### config.mk
export PLATFORM = sky130hd
export DESIGN_NAME = debounce_bank
export DESIGN_NICKNAME = d
export VERILOG_FILES = /design/src/rtl/debounce_bank_pkg.sv /design/src/rtl/debounce_channel.sv /design/src/rtl/debounce_bank.sv
export SDC_FILE = /design/constraint.sdc
export NUM_CORES = 1
export LEC_CHECK = 0
export BUFFER_PORTS_ARGS = -buffer_cell sky130_fd_sc_hd__clkbuf_2
export CAP_MARGIN = 20
export CORE_MARGIN = 5
export CORE_UTILIZATION = 55
export DETAILED_ROUTE_END_ITERATION = 8
export PLACE_DENSITY = 0.73
export SYNTH_ARGS = -nofsm -noshare
export SYNTH_HDL_FRONTEND = slang
export SYNTH_SLANG_ARGS = --single-unit
### constraint.sdc
create_clock -name clk -period 2.4 [get_ports clk]
set_input_delay 0.36 -clock clk [delete_from_list [all_inputs] [get_ports clk]]
set_output_delay 0.36 -clock clk [all_outputs]
set_load 0.05 [all_outputs]
### src/rtl/debounce_bank_pkg.sv
// rtl/debounce_bank_pkg.sv - shared constants and per-channel state encoding for debounce_bank
package debounce_bank_pkg;

    localparam int DEB_SYNC_STAGES   = 2;
    localparam int DEB_CNT_WIDTH     = 16;
    localparam int DEB_STABLE_CYCLES = 50000;

    typedef enum logic {
        DEB_IDLE    = 1'b0,
        DEB_PENDING = 1'b1
    } deb_state_e;

endpackage

### src/rtl/debounce_channel.sv
// rtl/debounce_channel.sv - one channel: synchroniser, stability counter, filtered level and edge strobes
module debounce_channel
    import debounce_bank_pkg::*;
#(
    parameter int   SYNC_STAGES   = DEB_SYNC_STAGES,
    parameter int   CNT_WIDTH     = DEB_CNT_WIDTH,
    parameter int   STABLE_CYCLES = DEB_STABLE_CYCLES,
    parameter logic RESET_LEVEL   = 1'b0
) (
    input  logic clk,
    input  logic rst,
    input  logic tick,
    input  logic sig_in,
    output logic level,
    output logic rise,
    output logic fall,
    output logic rise_next,
    output logic fall_next
);

    localparam logic [CNT_WIDTH-1:0] LAST_COUNT = CNT_WIDTH'(STABLE_CYCLES - 1);

    logic [SYNC_STAGES-1:0] sync_r;
    logic                   sync_q;
    deb_state_e             state_q, state_d;
    logic [CNT_WIDTH-1:0]   cnt_q, cnt_d, cnt_cur;
    logic                   level_d;
    logic                   accept;

    always_ff @(posedge clk) begin
        if (rst) begin
            sync_r <= {SYNC_STAGES{RESET_LEVEL}};
        end else begin
            sync_r <= {sync_r[SYNC_STAGES-2:0], sig_in};
        end
    end

    assign sync_q = sync_r[SYNC_STAGES-1];

    // The first mismatch edge already counts as a sample, so IDLE behaves as a zero count.
    assign cnt_cur = (state_q == DEB_IDLE) ? '0 : cnt_q;

    always_comb begin
        state_d = state_q;
        cnt_d   = cnt_q;
        level_d = level;
        accept  = 1'b0;
        if (sync_q == level) begin
            state_d = DEB_IDLE;
            cnt_d   = '0;
        end else if (tick && (cnt_cur == LAST_COUNT)) begin
            accept  = 1'b1;
            level_d = sync_q;
            state_d = DEB_IDLE;
            cnt_d   = '0;
        end else begin
            state_d = DEB_PENDING;
            cnt_d   = tick ? (cnt_cur + CNT_WIDTH'(1)) : cnt_cur;
        end
    end

    assign rise_next = accept & sync_q;
    assign fall_next = accept & ~sync_q;

    always_ff @(posedge clk) begin
        if (rst) begin
            state_q <= DEB_IDLE;
            cnt_q   <= '0;
            level   <= RESET_LEVEL;
            rise    <= 1'b0;
            fall    <= 1'b0;
        end else begin
            state_q <= state_d;
            cnt_q   <= cnt_d;
            level   <= level_d;
            rise    <= rise_next;
            fall    <= fall_next;
        end
    end

endmodule

### src/rtl/debounce_bank.sv
// rtl/debounce_bank.sv - bank of independent debounced channels with a shared change indicator
module debounce_bank
    import debounce_bank_pkg::*;
#(
    parameter int   CHANNELS      = 4,
    parameter int   SYNC_STAGES   = DEB_SYNC_STAGES,
    parameter int   CNT_WIDTH     = DEB_CNT_WIDTH,
    parameter int   STABLE_CYCLES = DEB_STABLE_CYCLES,
    parameter logic RESET_LEVEL   = 1'b0
) (
    input  logic                clk,
    input  logic                rst,
    input  logic                tick,
    input  logic [CHANNELS-1:0] sig_in,
    output logic [CHANNELS-1:0] sig_level,
    output logic [CHANNELS-1:0] sig_rise,
    output logic [CHANNELS-1:0] sig_fall,
    output logic                any_change
);

    logic [CHANNELS-1:0] rise_next;
    logic [CHANNELS-1:0] fall_next;

    for (genvar i = 0; i < CHANNELS; i++) begin : g_ch
        debounce_channel #(
            .SYNC_STAGES  (SYNC_STAGES),
            .CNT_WIDTH    (CNT_WIDTH),
            .STABLE_CYCLES(STABLE_CYCLES),
            .RESET_LEVEL  (RESET_LEVEL)
        ) u_ch (
            .clk      (clk),
            .rst      (rst),
            .tick     (tick),
            .sig_in   (sig_in[i]),
            .level    (sig_level[i]),
            .rise     (sig_rise[i]),
            .fall     (sig_fall[i]),
            .rise_next(rise_next[i]),
            .fall_next(fall_next[i])
        );
    end

    // Built from next-state strobes so it lines up with the registered strobe bits.
    always_ff @(posedge clk) begin
        if (rst) begin
            any_change <= 1'b0;
        end else begin
            any_change <= |(rise_next | fall_next);
        end
    end

endmodule
==> results.ini, run 1 <==
[finish]
layout_commonest_cell = dfxtp_1
finalInstanceArea_sq_mm = 0.00445
area_delta_synth_final_pct = 7.93
n_antenna_cell = 0
layout-drive-gt1-share_pct = 10.6
final_cell_mix = dfxtp_1, nor2_1, nand2_1
utilization_pct = 61.0
nNetsFinal = 505
fill_cells = 669

[power_and_ir_drop]
vdd_drop_max_mv = 0.295
netSwitchingPower_mw = 0.538
pwr-share-seq_pct = 60.2
p_sw_share_pct = 21.7
p_comb_share_pct = 2.1
p_leak_nw = 1.42
p_per_area_mw_per_mm2 = 557
clockPowerShare_pct = 37.7
p_int_mw = 1.94

[floorplan]
initial_core_util_pct = 56.5
core-area_sq_mm = 0.00729
io_pins = 20
fp.dieArea_sq_mm = 0.00932
die_y_microns = 96.6
rows = 31
dieWidth_microns = 96.6

[detailed_routing]
post-route-drc-count = 0
vias_per_cell = 5.61
wl_per_cell_microns = 13.7
wirelength_mm = 8.18
drtIter0Drc = 117
drt_pre_antenna_iters = 4
final_antenna_net_count = 0
routed-via-count = 3354

[logic_synthesis]
synth_area_sq_mm = 0.00412
ys_types = 44
ys_seq_elements = 89
yosysWarningCount = 0
syn_nets = 489
yosysTopAreaCellShare_pct = 43.2
synth-seq-area-share_pct = 43.2
avgSynthCellArea_sq_um = 8.62
netlist_instances = 478
yosys-top-cells-area = dfxtp_1, xnor2_1, nor2_1
yosysTopAreaCell = dfxtp_1

[clock_network]
cts_buffers = 9
clock-sinks = 89
cts_resized = 0
cts_root_buf = clkbuf_8
postCtsHoldBufs = 0
cts_buffer_depth = 2
htree_levels = 3
cts_setup_buffers = 0
cts_tree = yes
clk_pin_slew_ns = 0.08
clock_latency_ns = 0.35

[critical_path]
critPathArrivalTime_ns = 2.30
slowest_delay_ns = 0.59
critPathLaunchType = flip-flop
r2r_cells = 6
critPathMaxFanout = 10
cp.depth = 6
cp_cell_sequence = and2_1 > ha_1 > nand2_1 > or4_4 > o211ai_4 > nor2_1
cp.required_ns = 2.63
cpMaxStageDelayCell = or4_4
cpLargestDelayFamily = simple AND/OR/NAND/NOR gates
path_buf_inv = 0
endpoint_kind = flip-flop
critPathKind = reg2reg

[sta]
final.setup_skew_ns = 0.00580
finalSetupTns_ns = 0
hold_violations = 0
tightest_slew_ns = 0.565
drv_slew = 0
min_period_ns = 2.07
fin_crit_sh_pct = 86.0
setup_viol = 0
grt_setup_unrepaired = false
max_freq_mhz = 484
max_slew_margin_pct = 62.1

[grt]
grt_pass1_vias = 3113
antenna_found_initial = 0
track_usage_pct = 19.0
grt-ovfl-total = 0
grt_pass1_wl_mm = 14.0
grt_max_degree = 14

[placed_design]
io_buffers = 19
dpl.hpwl_mm = 5.84
place.gp.congestion = 0.885
place_area_sq_mm = 0.00427

[run]
max_cap_viol_count = 0

[worst_hold_path]
hp-class = in2reg
hold-path-cell-count = 2

[run_status]
status = complete, no violations

==> flip-flops by register name (all words and copies together), names as in the netlist <==
signal             flops
g_ch.u_ch.cnt_q       64
g_ch.u_ch.sync_r       8
g_ch.u_ch.fall         4
g_ch.u_ch.level        4
g_ch.u_ch.rise         4
g_ch.u_ch.state_q      4
any_change             1
==> layout make-up <==
class,instances,area [sq um],area share [%]
clock inverter,2,12.5,0.281
tap,99,124,2.79
multi-input combinational,351,2140,48.0
inverter,12,45.0,1.01
clock buffer,14,163,3.66
timing repair buffer,31,185,4.16
sequential,89,1780,40.1
==> per-layer routing <==
layer,vias to the layer above,GRT usage (%),wire (microns)
met5,-,0,0
met4,0,5.61,97
met3,8,5.34,408
met2,81,32.5,3910
met1,1557,23.2,3760
li1,1708,-,-
==> final timing paths <==
check                                          from                           endpoint  slack (ns)
setup / recovery    g_ch[2].u_ch.state_q$_SDFF_PP0_   g_ch[2].u_ch.cnt_q[3]$_SDFF_PP0_        0.33
hold / removal                            sig_in[2]  g_ch[2].u_ch.sync_r[0]$_SDFF_PP0_        0.21
setup reg to reg    g_ch[2].u_ch.state_q$_SDFF_PP0_   g_ch[2].u_ch.cnt_q[3]$_SDFF_PP0_        0.33
hold reg to reg   g_ch[2].u_ch.sync_r[0]$_SDFF_PP0_  g_ch[2].u_ch.sync_r[1]$_SDFF_PP0_        0.45
==> synth_stat cells, drive strengths merged <==
library cell,n
a21o,2
a21oi,25
a31o,1
and2,18
and3,5
and4,6
buf,16
clkbuf,10
dfxtp,89
ha,4
inv,12
mux2i,4
nand2,40
nand2b,4
nand3,21
nand4,24
nand4b,1
nor2,53
nor2b,12
nor3,9
nor4,12
nor4b,2
nor4bb,1
o211ai,4
o21a,1
o21ai,17
o21ba,1
o31ai,8
or2,3
or3,16
or4,14
or4b,1
xnor2,30
xor2,12
==> per-stage QoR <==
stage / setup WS [ns] / power (mW) / hold WS (ns) / std cells
after floorplan: 0.271 / 1.56 / 0.414 / 478
after global placement: 0.362 / 1.58 / 0.429 / 582
after detailed placement: 0.296 / 1.58 / 0.425 / 582
after CTS: 0.324 / 2.50 / 0.199 / 598
after global routing: 0.172 / 2.57 / 0.196 / 598
final: 0.335 / 2.48 / 0.209 / 598
==> cells by family (layout without fill, tap and decap cells) <==
kind of cell             count (synthesis)  count (layout)  share of synthesized area, %
AND/OR/NAND/NOR                        242             242                          32.0
XOR/XNOR                                42              42                          8.93
multiplexers                             4               4                         0.972
AO/OA/AOI/OAI                           59              59                          8.72
buffers and inverters                   38              59                          4.92
flip-flops                              89              89                          43.2
adder cells (fa/ha/maj)                  4               4                          1.21
==> power by group through the flow <==
stage	sequential, mW	combinational, mW	clock (mW)
2_1_floorplan	1.52	0.0343	0
3_3_place_gp	1.53	0.0501	0
3_5_place_dp	1.53	0.0517	0
4_1_cts	1.49	0.0520	0.959
5_1_grt	1.49	0.0565	1.02
6_report	1.49	0.0518	0.934
Power figures use the tool's default switching activity.
==> run 2, diff against run 1 <==
Settings changed: MAX_ROUTING_LAYER set to met4.
==> results.ini, run 2 (synthesis results as in run 1) <==
[finish]
nNetsFinal = 505  ; unchanged
seq_area_sq_mm = 0.00178  ; unchanged
layout_commonest_cell = dfxtp_1
utilization_pct = 61.0  ; unchanged
final_cell_mix = dfxtp_1, nor2_1, nand2_1
largest_reg_flops = 64  ; unchanged
layout-drive-gt1-share_pct = 10.6  ; unchanged
fill_cells = 669  ; unchanged
n_antenna_cell = 0  ; unchanged
multi_input_area_sq_mm = 0.00214  ; unchanged
regMostFlops = g_ch.u_ch.cnt_q
area_delta_synth_final_pct = 7.93  ; unchanged
reg_top3 = g_ch.u_ch.cnt_q (64), g_ch.u_ch.sync_r (8)

[floorplan]
initial_core_util_pct = 56.5  ; unchanged
fp.dieArea_sq_mm = 0.00932  ; unchanged
io_pins = 20  ; unchanged
rows = 31  ; unchanged
die_y_microns = 96.6  ; unchanged
dieWidth_microns = 96.6  ; unchanged
core-area_sq_mm = 0.00729  ; unchanged

[sta]
max_slew_margin_pct = 61.6  ; -0.56 points
grt_setup_unrepaired = false
min_period_ns = 2.07  ; +0.000226 ns
tightest_slew_ns = 0.574  ; +0.00840 ns
finalSetupTns_ns = 0  ; unchanged
setup_viol = 0  ; unchanged
drv_slew = 0  ; unchanged
final.setup_skew_ns = 0.00511  ; -0.000695 ns
fin_crit_sh_pct = 86.1  ; about the same
max_freq_mhz = 484  ; about the same
hold_violations = 0  ; unchanged

[placed_design]
io_buffers = 19  ; unchanged
place.gp.congestion = 0.900  ; +1.7%
dpl.hpwl_mm = 5.84  ; unchanged

[critical_path]
critPathKind = reg2reg
r2r-start = g_ch[2].u_ch.state_q$_SDFF_PP0_
critPathArrivalTime_ns = 2.30  ; about the same
ff2ff_setup_slack_ns = 0.33  ; about the same
critPathMaxFanout = 10  ; unchanged
r2r_end = g_ch[2].u_ch.cnt_q[3]$_SDFF_PP0_
r2r_cells = 6  ; unchanged
endpoint_kind = flip-flop
cp.required_ns = 2.63  ; about the same
critPathLaunchType = flip-flop

[clock_network]
cts_buffer_depth = 2  ; unchanged
postCtsHoldBufs = 0  ; unchanged
clock-sinks = 89  ; unchanged
htree_levels = 3  ; unchanged
cts_resized = 0  ; unchanged
cts_setup_buffers = 0  ; unchanged
clock_latency_ns = 0.35  ; about the same
cts_buffers = 9  ; unchanged
cts_tree = yes
cts_root_buf = clkbuf_8
clk_pin_slew_ns = 0.08  ; about the same

[detailed_routing]
routed-via-count = 3345  ; -0.27%
drtIter0Drc = 120  ; +2.6%
post-route-drc-count = 0  ; unchanged
wirelength_mm = 8.15  ; -0.34%
wl_per_cell_microns = 13.6  ; -0.34%
drt_pre_antenna_iters = 4  ; unchanged
final_antenna_net_count = 0  ; unchanged
vias_per_cell = 5.59  ; -0.27%

[worst_hold_path]
hold-path-cell-count = 2  ; unchanged
hp-start = sig_in[2]
hp-class = in2reg
hold_end = g_ch[2].u_ch.sync_r[0]$_SDFF_PP0_

[power_and_ir_drop]
p_leak_nw = 1.42  ; unchanged
vdd_drop_max_mv = 0.294  ; -0.26%
p_per_area_mw_per_mm2 = 556  ; about the same

[run_status]
status = complete, no violations

[grt]
grt_max_degree = 14  ; unchanged
track_usage_pct = 19.5  ; +0.55 points
grt_pass1_vias = 3113  ; unchanged
grt-ovfl-total = 0  ; unchanged
antenna_found_initial = 0  ; unchanged
grt_pass1_wl_mm = 14.0  ; about the same

[run]
max_cap_viol_count = 0  ; unchanged

[run 2: cell counts in the layout (fill, tap and decap cells not counted)]
Identical to the previous run, type by type.
[run 2: per-layer routing]
| metal | vias up | track usage, % | wire [microns] | share of wire [%] |
|---|---|---|---|---|
| li1 | 1709 | - | - | - |
| met1 | 1560 | 23.2 | 3770 | 46 |
| met2 | 68 | 32.5 | 3920 | 48 |
| met3 | 8 | 5.34 | 356 | 4.4 |
| met4 | 0 | 5.61 | 97 | 1.2 |
| met5 | - | - | 0 | 0 |
[run 2: through the flow]
step / hold WS, ns / instances / power [mW] / worst slack (ns) / cell area [sq um]
floorplan: 0.414 / 478 / 1.56 / 0.271 / 4120
global placement: 0.429 / 582 / 1.58 / 0.362 / 4270
detailed placement: 0.425 / 582 / 1.58 / 0.296 / 4270
CTS: 0.199 / 598 / 2.50 / 0.324 / 4450
global route: 0.197 / 598 / 2.57 / 0.172 / 4450
finish: 0.208 / 598 / 2.47 / 0.335 / 4450
[run 2: critical path, stage by stage, from the launching register on]
cell and delay [ns]:
dfxtp_1 0.42, and2_1 0.20, ha_1 0.18, nand2_1 0.11, or4_4 0.59, o211ai_4 0.35
nor2_1 0.09
[run 2: cell type report]
| cell class | count | share of cell area, % |
|---|---|---|
| multi-input cells | 351 | 48.0 |
| flip-flops and latches | 89 | 40.1 |
| repair buffers | 31 | 4.16 |
| clock buffers | 14 | 3.66 |
| well taps | 99 | 2.79 |
| inverters | 12 | 1.01 |
| clock inverters | 2 | 0.281 |
[run 2: worst max-delay path by stage]
| stage | start | to | slack [ns] | depth (start not counted) |
|---|---|---|---|---|
| 3_3_place_gp | tick | g_ch[3].u_ch.cnt_q[5]$_SDFF_PP0_ | 0.36 | 6 |
| 6_report | g_ch[2].u_ch.state_q$_SDFF_PP0_ | g_ch[2].u_ch.cnt_q[3]$_SDFF_PP0_ | 0.33 | 6 |
| 2_1_floorplan | g_ch[1].u_ch.state_q$_SDFF_PP0_ | g_ch[1].u_ch.cnt_q[12]$_SDFF_PP0_ | 0.27 | 7 |
| 5_1_grt | g_ch[0].u_ch.state_q$_SDFF_PP0_ | g_ch[0].u_ch.cnt_q[14]$_SDFF_PP0_ | 0.17 | 6 |
| 3_5_place_dp | tick | g_ch[0].u_ch.cnt_q[14]$_SDFF_PP0_ | 0.30 | 6 |
| 4_1_cts | g_ch[0].u_ch.state_q$_SDFF_PP0_ | g_ch[0].u_ch.cnt_q[14]$_SDFF_PP0_ | 0.32 | 6 |
[run 2: power breakdown]
| group | internal [mW] | switching (mW) |
|---|---|---|
| clock network | 0.433 | 0.499 |
| logic | 0.0218 | 0.0298 |
| registers | 1.48 | 0.00674 |
